`src/rtl/freelist_pkg.sv`:
```
// Shared rename constants and types for the physical-register free list.
// Sizes follow from the ROB depth; tags 0..N_ARCH_REG-1 start out architecturally mapped.
package freelist_pkg;

    localparam int N_ARCH_REG  = 32;
    localparam int ZERO_REG    = 31;
    localparam int N_ENTRY_ROB = 32;
    localparam int N_PHYS      = N_ENTRY_ROB + 33;
    localparam int DEPTH       = N_PHYS - 32;
    localparam int PR_TAG_W    = $clog2(N_PHYS);
    localparam int PTR_W       = $clog2(DEPTH);
    localparam int CNT_W       = $clog2(DEPTH + 1);

    typedef logic [PR_TAG_W-1:0] phys_tag_t;
    typedef logic [PTR_W-1:0]    fl_ptr_t;
    typedef logic [CNT_W-1:0]    fl_cnt_t;

    // Number of allocations between two pointers, modulo the non-power-of-two depth.
    function automatic fl_ptr_t ptr_dist(input fl_ptr_t from, input fl_ptr_t to);
        logic [PTR_W:0] d;
        if (to >= from)
            d = {1'b0, to} - {1'b0, from};
        else
            d = {1'b0, to} + (PTR_W+1)'(DEPTH) - {1'b0, from};
        return fl_ptr_t'(d);
    endfunction

endpackage

```
`src/rtl/freelist_if.sv`:
```
// Dispatch, retire and recovery signals between the rename stage and the free list.
interface freelist_if;
    import freelist_pkg::*;

    logic      fetch_PR_0;
    logic      fetch_PR_1;
    logic      is_0_br;
    logic      recovery_br;
    logic      rt_valid_0;
    logic      rt_valid_1;
    phys_tag_t Told_in_0;
    phys_tag_t Told_in_1;
    phys_tag_t freelist_0;
    phys_tag_t freelist_1;
    logic      pr_valid_0;
    logic      pr_valid_1;
    fl_cnt_t   fl_count;
    logic      fl_busy;

    modport master (
        output fetch_PR_0, fetch_PR_1, is_0_br, recovery_br,
        output rt_valid_0, rt_valid_1, Told_in_0, Told_in_1,
        input  freelist_0, freelist_1, pr_valid_0, pr_valid_1, fl_count, fl_busy
    );

    modport slave (
        input  fetch_PR_0, fetch_PR_1, is_0_br, recovery_br,
        input  rt_valid_0, rt_valid_1, Told_in_0, Told_in_1,
        output freelist_0, freelist_1, pr_valid_0, pr_valid_1, fl_count, fl_busy
    );

endinterface

```
`src/rtl/freelist_ptr_add.sv`:
```
// Circular pointer increment by 0..2 with an explicit wrap at DEPTH.
module fl_ptr_add
    import freelist_pkg::*;
(
    input  fl_ptr_t    ptr,
    input  logic [1:0] inc,
    output fl_ptr_t    sum
);

    logic [PTR_W:0] raw;

    // ptr < DEPTH and inc <= 2, so a single conditional subtract covers the wrap.
    always_comb begin
        raw = {1'b0, ptr} + (PTR_W+1)'(inc);
        if (raw >= (PTR_W+1)'(DEPTH))
            sum = fl_ptr_t'(raw - (PTR_W+1)'(DEPTH));
        else
            sum = fl_ptr_t'(raw);
    end

endmodule

```
`src/rtl/freelist.sv`:
```
// Physical-register free list: circular FIFO of tags, allocated at head, returned at tail,
// with a single branch checkpoint of the allocation pointer for misprediction rollback.
module freelist
    import freelist_pkg::*;
(
    input  logic     clock,
    input  logic     reset,
    freelist_if.slave fl
);

    typedef logic [CNT_W:0] fl_sum_t;

    phys_tag_t  entry [DEPTH];
    fl_ptr_t    head;
    fl_ptr_t    tail;
    fl_ptr_t    ckpt_head;
    logic       ckpt_valid;
    fl_cnt_t    count;

    logic       grant_0;
    logic       grant_1;
    logic       ret_0;
    logic       ret_1;
    logic [1:0] n_grant;
    logic [1:0] n_ret;
    fl_ptr_t    head_p1;
    fl_ptr_t    head_adv;
    fl_ptr_t    tail_p1;
    fl_ptr_t    tail_adv;
    fl_ptr_t    rollback;
    fl_sum_t    count_sum;

    fl_ptr_add u_head_p1  (.ptr(head), .inc(2'd1),   .sum(head_p1));
    fl_ptr_add u_head_adv (.ptr(head), .inc(n_grant), .sum(head_adv));
    fl_ptr_add u_tail_p1  (.ptr(tail), .inc(2'd1),   .sum(tail_p1));
    fl_ptr_add u_tail_adv (.ptr(tail), .inc(n_ret),   .sum(tail_adv));

    // Grants are zero-latency; recovery kills dispatch but retire returns still count.
    always_comb begin
        grant_0 = fl.fetch_PR_0 && (count != '0) && !fl.recovery_br;
        grant_1 = fl.fetch_PR_1 && !fl.recovery_br &&
                  (grant_0 ? (count >= fl_cnt_t'(2)) : (count != '0));
        ret_0   = fl.rt_valid_0 && (fl.Told_in_0 != phys_tag_t'(ZERO_REG));
        ret_1   = fl.rt_valid_1 && (fl.Told_in_1 != phys_tag_t'(ZERO_REG));
        n_grant = {1'b0, grant_0} + {1'b0, grant_1};
        n_ret   = {1'b0, ret_0} + {1'b0, ret_1};

        rollback = '0;
        if (fl.recovery_br && ckpt_valid)
            rollback = ptr_dist(ckpt_head, head);
        count_sum = {1'b0, count} + fl_sum_t'(rollback) + fl_sum_t'(n_ret) - fl_sum_t'(n_grant);

        fl.freelist_0 = entry[head];
        fl.freelist_1 = grant_0 ? entry[head_p1] : entry[head];
        fl.pr_valid_0 = grant_0;
        fl.pr_valid_1 = grant_1;
        fl.fl_count   = count;
        fl.fl_busy    = (count < fl_cnt_t'(2));
    end

    // Returns are written at tail only; the entry array is never bypassed to the grant side.
    always_ff @(posedge clock) begin
        if (reset) begin
            for (int i = 0; i < DEPTH; i++)
                entry[i] <= phys_tag_t'(N_ARCH_REG + i);
            head       <= '0;
            tail       <= '0;
            ckpt_head  <= '0;
            ckpt_valid <= 1'b0;
            count      <= fl_cnt_t'(DEPTH);
        end else begin
            assert (count_sum <= fl_sum_t'(DEPTH));
            if (ret_0)
                entry[tail] <= fl.Told_in_0;
            if (ret_1)
                entry[ret_0 ? tail_p1 : tail] <= fl.Told_in_1;
            tail  <= tail_adv;
            count <= fl_cnt_t'(count_sum);

            if (fl.recovery_br) begin
                if (ckpt_valid)
                    head <= ckpt_head;
                ckpt_valid <= 1'b0;
            end else begin
                head <= head_adv;
                if (fl.fetch_PR_0 && fl.is_0_br) begin
                    ckpt_head  <= grant_0 ? head_p1 : head;
                    ckpt_valid <= 1'b1;
                end
            end
        end
    end

endmodule

```
`src/flat_wrapper.sv`:
```
// flat-port wrapper written by rule: the top's interface ports become plain ports
module freelist_flat import freelist_pkg::*;
  (clock, reset, fl_fetch_PR_0, fl_fetch_PR_1, fl_is_0_br, fl_recovery_br, fl_rt_valid_0, fl_rt_valid_1, fl_Told_in_0, fl_Told_in_1, fl_freelist_0, fl_freelist_1, fl_pr_valid_0, fl_pr_valid_1, fl_fl_count, fl_fl_busy);
  freelist_if fl_i ();
  input  logic clock;
  input  logic reset;
  input wire logic [$bits(fl_i.fetch_PR_0)-1:0] fl_fetch_PR_0;
  input wire logic [$bits(fl_i.fetch_PR_1)-1:0] fl_fetch_PR_1;
  input wire logic [$bits(fl_i.is_0_br)-1:0] fl_is_0_br;
  input wire logic [$bits(fl_i.recovery_br)-1:0] fl_recovery_br;
  input wire logic [$bits(fl_i.rt_valid_0)-1:0] fl_rt_valid_0;
  input wire logic [$bits(fl_i.rt_valid_1)-1:0] fl_rt_valid_1;
  input wire logic [$bits(fl_i.Told_in_0)-1:0] fl_Told_in_0;
  input wire logic [$bits(fl_i.Told_in_1)-1:0] fl_Told_in_1;
  output wire logic [$bits(fl_i.freelist_0)-1:0] fl_freelist_0;
  output wire logic [$bits(fl_i.freelist_1)-1:0] fl_freelist_1;
  output wire logic [$bits(fl_i.pr_valid_0)-1:0] fl_pr_valid_0;
  output wire logic [$bits(fl_i.pr_valid_1)-1:0] fl_pr_valid_1;
  output wire logic [$bits(fl_i.fl_count)-1:0] fl_fl_count;
  output wire logic [$bits(fl_i.fl_busy)-1:0] fl_fl_busy;
  assign fl_i.fetch_PR_0 = fl_fetch_PR_0;
  assign fl_i.fetch_PR_1 = fl_fetch_PR_1;
  assign fl_i.is_0_br = fl_is_0_br;
  assign fl_i.recovery_br = fl_recovery_br;
  assign fl_i.rt_valid_0 = fl_rt_valid_0;
  assign fl_i.rt_valid_1 = fl_rt_valid_1;
  assign fl_i.Told_in_0 = fl_Told_in_0;
  assign fl_i.Told_in_1 = fl_Told_in_1;
  assign fl_freelist_0 = fl_i.freelist_0;
  assign fl_freelist_1 = fl_i.freelist_1;
  assign fl_pr_valid_0 = fl_i.pr_valid_0;
  assign fl_pr_valid_1 = fl_i.pr_valid_1;
  assign fl_fl_count = fl_i.fl_count;
  assign fl_fl_busy = fl_i.fl_busy;
  freelist u_core (.clock(clock), .reset(reset), .fl(fl_i));
endmodule
```
`config.mk`:
```
export PLATFORM = sky130hd
export DESIGN_NAME = freelist_flat
export DESIGN_NICKNAME = d
export VERILOG_FILES = /design/src/rtl/freelist_pkg.sv /design/src/rtl/freelist_if.sv /design/src/rtl/freelist_ptr_add.sv /design/src/rtl/freelist.sv /design/src/flat_wrapper.sv
export SDC_FILE = /design/constraint.sdc
export NUM_CORES = 1
export LEC_CHECK = 0
export BUFFER_PORTS_ARGS = -buffer_cell sky130_fd_sc_hd__clkbuf_2
export CAP_MARGIN = 20
export CORE_ASPECT_RATIO = 0.5
export CORE_UTILIZATION = 45
export DETAILED_ROUTE_END_ITERATION = 10
export SKIP_CTS_REPAIR_TIMING = 1
export SLEW_MARGIN = 20
export SYNTH_ARGS = -nofsm -noshare
export SYNTH_HDL_FRONTEND = slang
export SYNTH_HIERARCHICAL = 1
export SYNTH_SLANG_ARGS = --single-unit
```
`constraint.sdc`:
```
create_clock -name clock -period 4.62 [get_ports clock]
set_clock_uncertainty 0.05 [all_clocks]
set_input_delay 0 -clock clock [delete_from_list [all_inputs] [get_ports clock]]
set_output_delay 0 -clock clock [all_outputs]
set_load 0.02 [all_outputs]
```
# Word-level counts from Yosys, hierarchy flattened
# Memories as Yosys holds them, arrays and structs flattened. A register that Yosys moved wholly into a read port is not among the register bits.
# Cells that the tools add are included.
word_totals:
  register_bits: 25
  wordCells: 75
  out_inout_bits: 23
  mem_bits_rw: 231
  latch_bits: 0
  memories: 1
  rom_bits: 0
  input_bits: 22
memory_table:
  columns: ["memory", "words", "word_bits", "read_ports", "rd_clocked_by_memory_dff", "write_ports", "line", "text"]
  rows:
  - ["u_core.entry", 33, 7, 2, 1, 33, "freelist.sv:13", "phys_tag_t entry [DEPTH];"]
op_classes:
  bitwise: 1
  eq_ne: 3
  magnitude_cmp: 7
  reduce_logical: 14
  multipliers: 0
  mux: 28
  add_sub_neg: 16
  shift: 0
  n_div: 0
ops:
  columns: ["op", "n"]
  rows:
  - ["$mux W6", 14]
  - ["$ge A7 B6 Y1 const B", 4]
  - ["$sub A6 B6 Y6 const B", 4]
  - ["$mux W7", 3]
  - ["$add A6 B1 Y7 const B", 2]
  - ["$add A6 B2 Y7", 2]
  - ["$ne A7 B5 Y1 const B", 2]
  - ["$reduce_or A7 Y1", 2]
  - ["$sub A6 B6 Y6", 2]
  - ["$mux W1", 11]
  - ["$logic_and A1 B1 Y1", 8]
  - ["$add A6 B2 Y6", 1]
  - ["$add A6 B6 Y6", 1]
  - ["$add A6 B6 Y6 const B", 1]
  - ["$ge A6 B2 Y1 const B", 1]
  - ["$ge A6 B6 Y1", 1]
  - ["$lt A6 B2 Y1 const B", 1]
  - ["$reduce_bool A6 Y1", 1]
  - ["$sub A6 B2 Y6", 1]
  - ["$add A1 B1 Y2", 2]
  - ["$ne A2 B1 Y1 const B", 1]
  - ["$reduce_and A2 Y1", 1]
  - ["$reduce_or A2 Y1", 1]
  - ["$logic_not A1 Y1", 1]
  - ["$not A1 Y1", 1]

# Longest topological paths before layout
# Gate-level depths: netlist of run 1.
depth:
  ltp_word: 12
  mapped_depth: 19
  ltp_nobuf: 19

# Hierarchy
# The synthesis of run 1 kept the hierarchy.
modules_own_cells:
  columns: ["module", "n_inst", "seq_area_each_um2", "cells_each", "area_per_inst_um2"]
  rows:
  - ["freelist", 1, 14073.5, 2425, 30590.6]
  - ["fl_ptr_add", 4, 0.0, 57, 447.9]

# Worst setup path before layout of run 1
# No wires, ideal clock.
synth_path:
  path_kind: "reg-to-reg"
  from: "register u_core.count[3] (netlist: u_core/fl.fl_count[3])"
  to: "register u_core.count[5] (netlist: u_core/fl.fl_count[5])"
  setup_slack_ns: 0.135
  period_less_slack_ns: 4.485
  setup_ns: 0.131
  t_arrival_ns: 4.303
  stages_incl_launch_ff: 15
  n_path_buf: 0
  required_ns: 4.439
  cell_sequence: "dfxtp_1 or4_1 o31ai_1 clkinv_1 ha_1 ha_1 fa_1 inv_1 ha_1 fa_1 a21o_1 a21oi_1 xnor2_1 and2_1 mux2i_1"
synth_via:
  elab_chain_cells: 7
  word_cells_on_any_way: 10
  cone_classes: "add/sub (4); order compare (1); mux (1); reduce/logical (4)"
synth_lines:
  columns: ["item", "line", "text"]
  rows:
  - ["start, declared", "freelist.sv:18", "fl_cnt_t count;"]
  - ["start signal, assigned", "freelist.sv:70", "count <= fl_cnt_t'(DEPTH);"]
  - ["start signal, assigned", "freelist.sv:78", "count <= fl_cnt_t'(count_sum);"]
  - ["$reduce_bool A6 Y1 (*)", "freelist.sv:40", "grant_0 = fl.fetch_PR_0 && (count != '0) && !fl.recovery_br;"]
  - ["$logic_and A1 B1 Y1 (*) (2 in a row)", "freelist.sv:40", null]
  - ["via fl_pr_valid_0", "flat_wrapper.sv:17", "output wire logic [$bits(fl_i.pr_valid_0)-1:0] fl_pr_valid_0;"]
  - ["$mux W1", "freelist.sv:42", "(grant_0 ? (count >= fl_cnt_t'(2)) : (count != '0));"]
  - ["$logic_and A1 B1 Y1", "freelist.sv:41", "grant_1 = fl.fetch_PR_1 && !fl.recovery_br &&"]
  - ["$add A1 B1 Y2 (*)", "freelist.sv:45", "n_grant = {1'b0, grant_0} + {1'b0, grant_1};"]
  - ["via u_core.n_grant[0]", "freelist.sv:24", "logic [1:0] n_grant;"]
  - ["$sub A6 B2 Y6 (*)", "freelist.sv:51", "count_sum = {1'b0, count} + fl_sum_t'(rollback) + fl_sum_t'(n_ret) - fl_sum_t'(n_grant);"]
# Mark *: on every way through the listed nets, which the timed path passes. The rest lies on a longest branch.
# A chain may end at the register's enable or synchronous reset.

# Worst setup path in the final report of run 1
layout_path:
  from: "register u_core.head[0]"
  to: "output port fl_freelist_1[1]"
layout_via:
  elab_chain_cells: 5
  word_cells_on_any_way: 6
  cone_classes: "add/sub (2); order compare (1); mux (2); memory (1)"
layout_lines:
  columns: ["item", "line", "text"]
  rows:
  - ["start, declared", "freelist.sv:14", "fl_ptr_t head;"]
  - ["start signal, assigned", "freelist.sv:82", "head <= ckpt_head;"]
  - ["start signal, assigned", "freelist.sv:85", "head <= head_adv;"]
  - ["$add A6 B1 Y7 (*)", "freelist_ptr_add.sv:14", "raw = {1'b0, ptr} + (PTR_W+1)'(inc);"]
  - ["$sub A6 B6 Y6 / $ge A7 B6 Y1 (equally long branches)", "freelist_ptr_add.sv:16, freelist_ptr_add.sv:15", null]
  - ["$mux W6 (*)", "freelist_ptr_add.sv:15", "if (raw >= (PTR_W+1)'(DEPTH))"]
  - ["via u_core.head_p1[0]", "freelist.sv:26", "fl_ptr_t head_p1;"]
  - ["$mem_v2 Z33 W7 (*)", null, null]
  - ["$mux W7 (*)", "freelist.sv:54", "fl.freelist_1 = grant_0 ? entry[head_p1] : entry[head];"]
  - ["end, declared", "flat_wrapper.sv:16", "output wire logic [$bits(fl_i.freelist_1)-1:0] fl_freelist_1;"]
# Marked as above.

==> run_results.csv, run 1 <==
group,metric,value,unit
placed_design,dpl.hpwl,86.0,mm
run,maxCapViolCount,0,
yosys,synth_top_area_share,41.5,%
global_routing,grt_start_max_net_pins,64,
finish,nNetsFinal,2756,
power,vdd_drop_max,0.275,mV
detailed_routing,drt-initial-drc-count,4414,
cts,clk-insertion-delay-late,650,ps
timing,final-setup-viol-count,7,
yosys,syn_area_per_cell,12.2,um^2
worst_setup_path,endpoint_kind,"primary output",
cts,cts.sinks,479,
timing,setup_tns,-1420,ps
worst_setup_path,worstPathRequired,4570,ps
die,die_x,381,um
detailed_routing,dr_total_vias,25500,
timing,fin_crit_sh,105,%
yosys,synth_cell_types,82,
cts,cts_tree,"built",
detailed_routing,maxUsedRoutingLayer,"met5",
placed_design,gp_congestion,1.07,
die,row_count,69,
worst_setup_path,startpoint_type,"flop",
cts,clk_path_buf_depth,3,
detailed_routing,wl_per_cell,34.3,um
timing,finalHoldViolCount,0,
yosys,yosys_warnings,6,
worst_setup_path,rrSetupSlack,130,ps
finish,layout-drive-gt1-share,32.2,%
finish,fill_cells,6119,
cts,root_buffer,"clkbuf_16",
timing,fin_hold_ws,52.9,ps
die,dieArea,73100,um^2
detailed_routing,wirelength,126,mm
worst_setup_path,path_max_fanout,8,
yosys,ys_seq_area_share,43.5,%
timing,fin_ws,-226,ps
die,fp.dieH,192,um
global_routing,grt_pass1_wl,177,mm
finish,mostFrequentLayoutCells,"edfxtp_1 (448), mux2i_1 (270), mux2_2 (254)",
finish,mostFrequentLayoutCell,"edfxtp_1",
yosys,async_flop_share,0,%
yosys,yosys-top-cells-area,"edfxtp_1 (42%), mux4_2 (13%), mux2_2 (8.8%), mux2i_1 (8.5%), clkbuf_1 (2.3%)",
hold_path,min_path_type,"in -> reg",
detailed_routing,ant_nets,0,
cts,clkSlewWorstSetupHoldPaths,70,ps
die,start_util,45.6,%
outcome,failed_checks,"setup timing",
detailed_routing,drc,0,
die,io_pins,45,
detailed_routing,route.met3.wl,18.7,mm
cts,cts_max_level,2,
global_routing,grt_util_all_layers,33.8,%
yosys,synth_ff_type,"edfxtp_1",
global_routing,grt_pass1_vias,23900,
detailed_routing,vias_per_cell,6.93,
yosys,synth_top_cell_by_area,"edfxtp_1",
yosys,synth_edf_count,448,
global_routing,antenna_found_initial,9,
power,p_per_area,359,nW/um^2
timing,fmax,0.206,GHz
timing,worst_slew_pin_slew,1260,ps
detailed_routing,met1Wirelength,48.3,mm
detailed_routing,met2WireLength,53.0,mm
global_routing,gr-total-overflow,0,
die,core,71100,um^2
yosys,ys_seq_elements,479,
outcome,outcome,"complete, but fails checks",
power,leakagePower,0.0126,uW
yosys,syn_area,32400,um^2
worst_setup_path,arrival,4800,ps
yosys,synthesis.instances,2653,
finish,area_delta_synth_final,12.7,%
timing,grt_setup_unrepaired,"yes",
timing,finalCriticalPeriod,4850,ps
placed_design,port_buffers,44,
worst_setup_path,crit_type,"reg -> out",
timing,slew-limit-headroom,15.2,%
cts,cts_buffers,48,
timing,maxSlewViolCount,0,
detailed_routing,drtPass1Iterations,7,
## layer usage
layer | vias to the layer above | GRT usage (%)
met1 | 12900 | 45.7
li1 | 10400 | -
met2 | 1928 | 49.9
met4 | 6 | 13.4
met5 | - | 0
met3 | 382 | 11.5
## where the power goes
part | switching (uW) | internal, uW | leakage (uW)
sequential | 158 | 4850 | 0.00421
combinational | 2210 | 1630 | 0.00761
clock | 1930 | 2320 | 0.000784
## path summary, 6_finish.rpt
check | cells past startpoint | start | to
hold / removal | 4 | fl_Told_in_1[3] | u_core/entry[18][3]$_DFFE_PP_
setup / recovery | 18 | u_core/head[0]$_SDFFE_PP0N_ | fl_freelist_1[1]
hold reg to reg | 2 | u_core/ckpt_head[0]$_SDFFE_PP0P_ | u_core/ckpt_head[0]$_SDFFE_PP0P_
setup reg to reg | 13 | u_core/tail[0]$_SDFF_PP0_ | u_core/entry[8][6]$_DFFE_PP_
## stage by stage
stage | setup slack, ps | power (uW) | util, % | instances | area (um^2)
2_1_floorplan | 135 | 7340 | - | 2657 | 32400
3_3_place_gp | 225 | 8490 | 48.2 | 3556 | 34200
3_5_place_dp | 244 | 8530 | 48.2 | 3556 | 34200
4_1_cts | -464 | 12700 | 50.5 | 3645 | 35800
5_1_grt | -286 | 13400 | 51.4 | 3678 | 36500
6_report | -226 | 13100 | 51.4 | 3680 | 36500
## sequential cells by signal, indices dropped and copies added, names as in the netlist, named ones only
register and flops:
u_core/ckpt_head 6, u_core/ckpt_valid 1, u_core/entry 448, u_core/fl.fl_count 6
u_core/head 6, u_core/tail 6
## critical path, stage by stage, from the launching register on
cell,delay [ps]
dfxtp_2,340
ha_4,160
inv_2,40
fa_2,400
and4b_4,370
a21oi_2,60
nand4_2,160
o21ai_4,120
xnor2_4,200
buf_6,120
buf_12,170
buf_16,180
buf_4,180
mux2i_1,410
a22oi_1,150
nand3_1,110
nand4_1,290
a221o_1,430
clkbuf_2,170
## cells in the mapped netlist, types with 8 or more instances
cell type  number
nand2_2        20
a211oi_1       19
xor2_1         19
nor2b_1        35
nand2_1       175
a31oi_1        12
mux2i_1       276
o21ai_1         8
dfxtp_1        31
and2_1         20
nor2_1         88
a21oi_1        59
nand2b_1       17
o22ai_1        29
ha_1           41
a22oi_1        42
inv_1          67
clkbuf_1      198
a311oi_1       11
xnor2_1        12
edfxtp_1      448
mux2_2        254
mux4_2        186
or3_1          12
o211ai_1       24
nor3_1        104
o21ai_0        33
buf_2          21
fa_1           13
buf_6           8
buf_1          41
and3_1         11
a211o_1        12
nand3_1       127
nor3b_1        13
o31ai_1        30
## layout make-up
class	instances	area [um^2]	share of cell area, %
multi-input cells	1838	17200	47.2
flip-flops and latches	479	14100	38.6
repair buffers	242	2080	5.71
clock buffers	55	1230	3.36
well taps	958	1200	3.28
clock inverters	34	383	1.05
inverters	71	267	0.730
diodes	3	7.51	0.0206
## logic make-up after synthesis
family	Yosys count	share of synthesized area, %
and+or+nand+nor	678	10.9
buffers and inverters	340	4.22
other	2	0.0232
adders and majority gates	54	2.39
AOI/OAI and AO/OA	352	7.85
xor gates and xnor gates	31	0.838
muxes	717	30.3
DFF	479	43.5
No activity file was read; power rests on OpenSTA's default activity.
==> run 2: changes to the inputs <==
- CORE_UTILIZATION: 45 -> 25
==> run 2 against run 1 <==
The flow still finishes with violations (setup timing). Non-clock buffer count increased by 34. Largest cell class unchanged. Hold slack got worse by 25 ps. Highest routed layer unchanged. Die area increased by 79%. Routed wire length increased by 2.5%.
==> run_results.csv, run 2 (synthesis gave the netlist of run 1 again) <==
group,metric,value,unit
global_routing,grt_util_met2,29.0,%
power,p_per_area,354,nW/um^2
global_routing,grt.busiest_layer,"met2",
cts,clk_path_buf_depth,3,
timing,finalHoldViolCount,0,
cts,cts.sinks,479,
placed_design,port_buffers,44,
global_routing,met1_usage,24.1,%
detailed_routing,drc,0,
die,dieArea,131000,um^2
worst_setup_path,startpoint_type,"flop",
worst_setup_path,cp_top_family,"compound AO/OA/AOI/OAI gates",
power,vdd_drop_max,0.298,mV
detailed_routing,drt-initial-drc-count,3721,
global_routing,antenna_found_initial,3,
worst_setup_path,path_max_fanout,6,
timing,grt_setup_unrepaired,"yes",
timing,fmax,0.212,GHz
die,row_count,92,
finish,area_delta_synth_final,17.8,%
detailed_routing,wirelength,129,mm
finish,largest_reg_flops,448,
placed_design,gp_congestion,1.02,
power,leakagePower,0.0129,uW
detailed_routing,dr_total_vias,25700,
worst_setup_path,endpoint_kind,"primary output",
global_routing,grtUsageMet3,3.91,%
die,core,127000,um^2
global_routing,grt_start_max_net_pins,65,
run,maxCapViolCount,0,
timing,maxSlewViolCount,0,
cts,clk-insertion-delay-late,620,ps
timing,slew-limit-headroom,20.1,%
global_routing,grt_pass1_vias,24400,
power,finalPower,13500,uW
outcome,failed_checks,"setup timing",
global_routing,gr-total-overflow,0,
die,start_util,25.5,%
die,io_pins,45,
cts,cts_max_level,2,
die,fp.dieH,256,um
worst_setup_path,crit_type,"reg -> out",
cts,cts_tree,"built",
outcome,outcome,"complete, but fails checks",
timing,fin_ws,-97.4,ps
worst_setup_path,worstPathRequired,4570,ps
hold_path,min_path_type,"in -> reg",
timing,finalCriticalPeriod,4720,ps
worst_setup_path,slowest_stage,"mux4_2",
timing,final-setup-viol-count,7,
finish,top_register,"u_core/entry",
finish,nNetsFinal,2798,
worst_setup_path,cpPeakStageDelay,530,ps
finish,layout-drive-gt1-share,33.9,%
worst_setup_path,crit_chain,"ha_4, inv_2, fa_2, ha_4, a21oi_4, nand4_4, o21ai_4, xnor2_4, buf_12, buf_12, clkbuf_16, mux4_2, a22oi_1, nand2_1, a22o_1, a221o_1, clkbuf_2",
global_routing,grt_util_all_layers,18.6,%
global_routing,grt_pass1_wl,180,mm
finish,mostFrequentLayoutCells,"edfxtp_1 (448), mux2i_1 (264), mux2_2 (254)",
detailed_routing,vias_per_cell,5.76,
die,die_x,511,um
detailed_routing,ant_nets,0,
placed_design,dpl.hpwl,86.1,mm
timing,fin_crit_sh,102,%
detailed_routing,wl_per_cell,29.0,um
cts,clkSlewWorstSetupHoldPaths,60,ps
placed_design,dp_worst_setup_slack,-113,ps
detailed_routing,drtPass1Iterations,6,
cts,cts_buffers,56,
finish,fill_cells,12600,
worst_setup_path,worstPathBufferInverterCount,5,
finish,mostFrequentLayoutCell,"edfxtp_1",
worst_setup_path,arrival,4670,ps
cts,root_buffer,"clkbuf_16",
timing,worst_slew_pin_slew,1200,ps
## run 2: layout make-up
| cell class | instances | area (um^2) | area share (%) |
|---|---|---|---|
| tap | 1692 | 2120 | 5.55 |
| clock buffer | 72 | 1510 | 3.96 |
| multi-input combinational | 1838 | 17500 | 45.7 |
| timing repair buffer | 276 | 2460 | 6.45 |
| sequential | 479 | 14100 | 36.9 |
| antenna | 5 | 12.5 | 0.0328 |
| clock inverter | 28 | 243 | 0.636 |
| inverter | 71 | 267 | 0.698 |
## run 2: power breakdown
group          internal, uW  total [uW]  switching, uW
Clock                  2510        4400           1890
Sequential             4850        5000            148
Combinational          1760        4100           2330
## run 2: metrics by stage
stage | utilization (%) | cells | area, um^2 | TNS (ps) | hold slack [ps]
after detailed placement | 27.8 | 4310 | 35300 | -1050 | 257
final | 30.0 | 4461 | 38200 | -449 | 27.9
after global placement | 27.8 | 4310 | 35300 | 0 | 256
after global routing | 30.0 | 4457 | 38100 | -897 | 8.71
after CTS | 29.1 | 4410 | 37100 | -3630 | -388
after floorplan | - | 2657 | 32400 | 0 | 139
## run 2: worst paths after layout
check                           depth (start not counted)  slack, ps                          endpoint                              from
worst min register to register                          2        460  u_core/ckpt_head[2]$_SDFFE_PP0P_  u_core/ckpt_head[2]$_SDFFE_PP0P_
worst max-delay path                                   17       -100                  fl_freelist_1[6]       u_core/head[0]$_SDFFE_PP0N_
worst max register to register                         15        180     u_core/entry[14][3]$_DFFE_PP_         u_core/tail[0]$_SDFF_PP0_
worst min-delay path                                    3         30  u_core/fl.fl_count[2]$_SDFF_PP0_                             reset
## run 2: routing by layer
layer  up-vias  part of all wire, %
met4         4                  5.8
li1      10500                    -
met1     12900                   37
met5         -                0.026
met2      1998                   44
met3       371                   13
## run 2: worst register-to-register path, cell delays in order (launching register included)
cell and delay [ps]:
dfxtp_1 340, ha_1 210, inv_1 70, fa_1 440, nand2b_1 220, o22ai_1 280
nand4_2 220, nand2_1 130, xor2_1 160, mux2i_1 90, buf_4 210, buf_4 170
nor3b_2 360, buf_4 330, nand2_1 320, o211ai_1 480
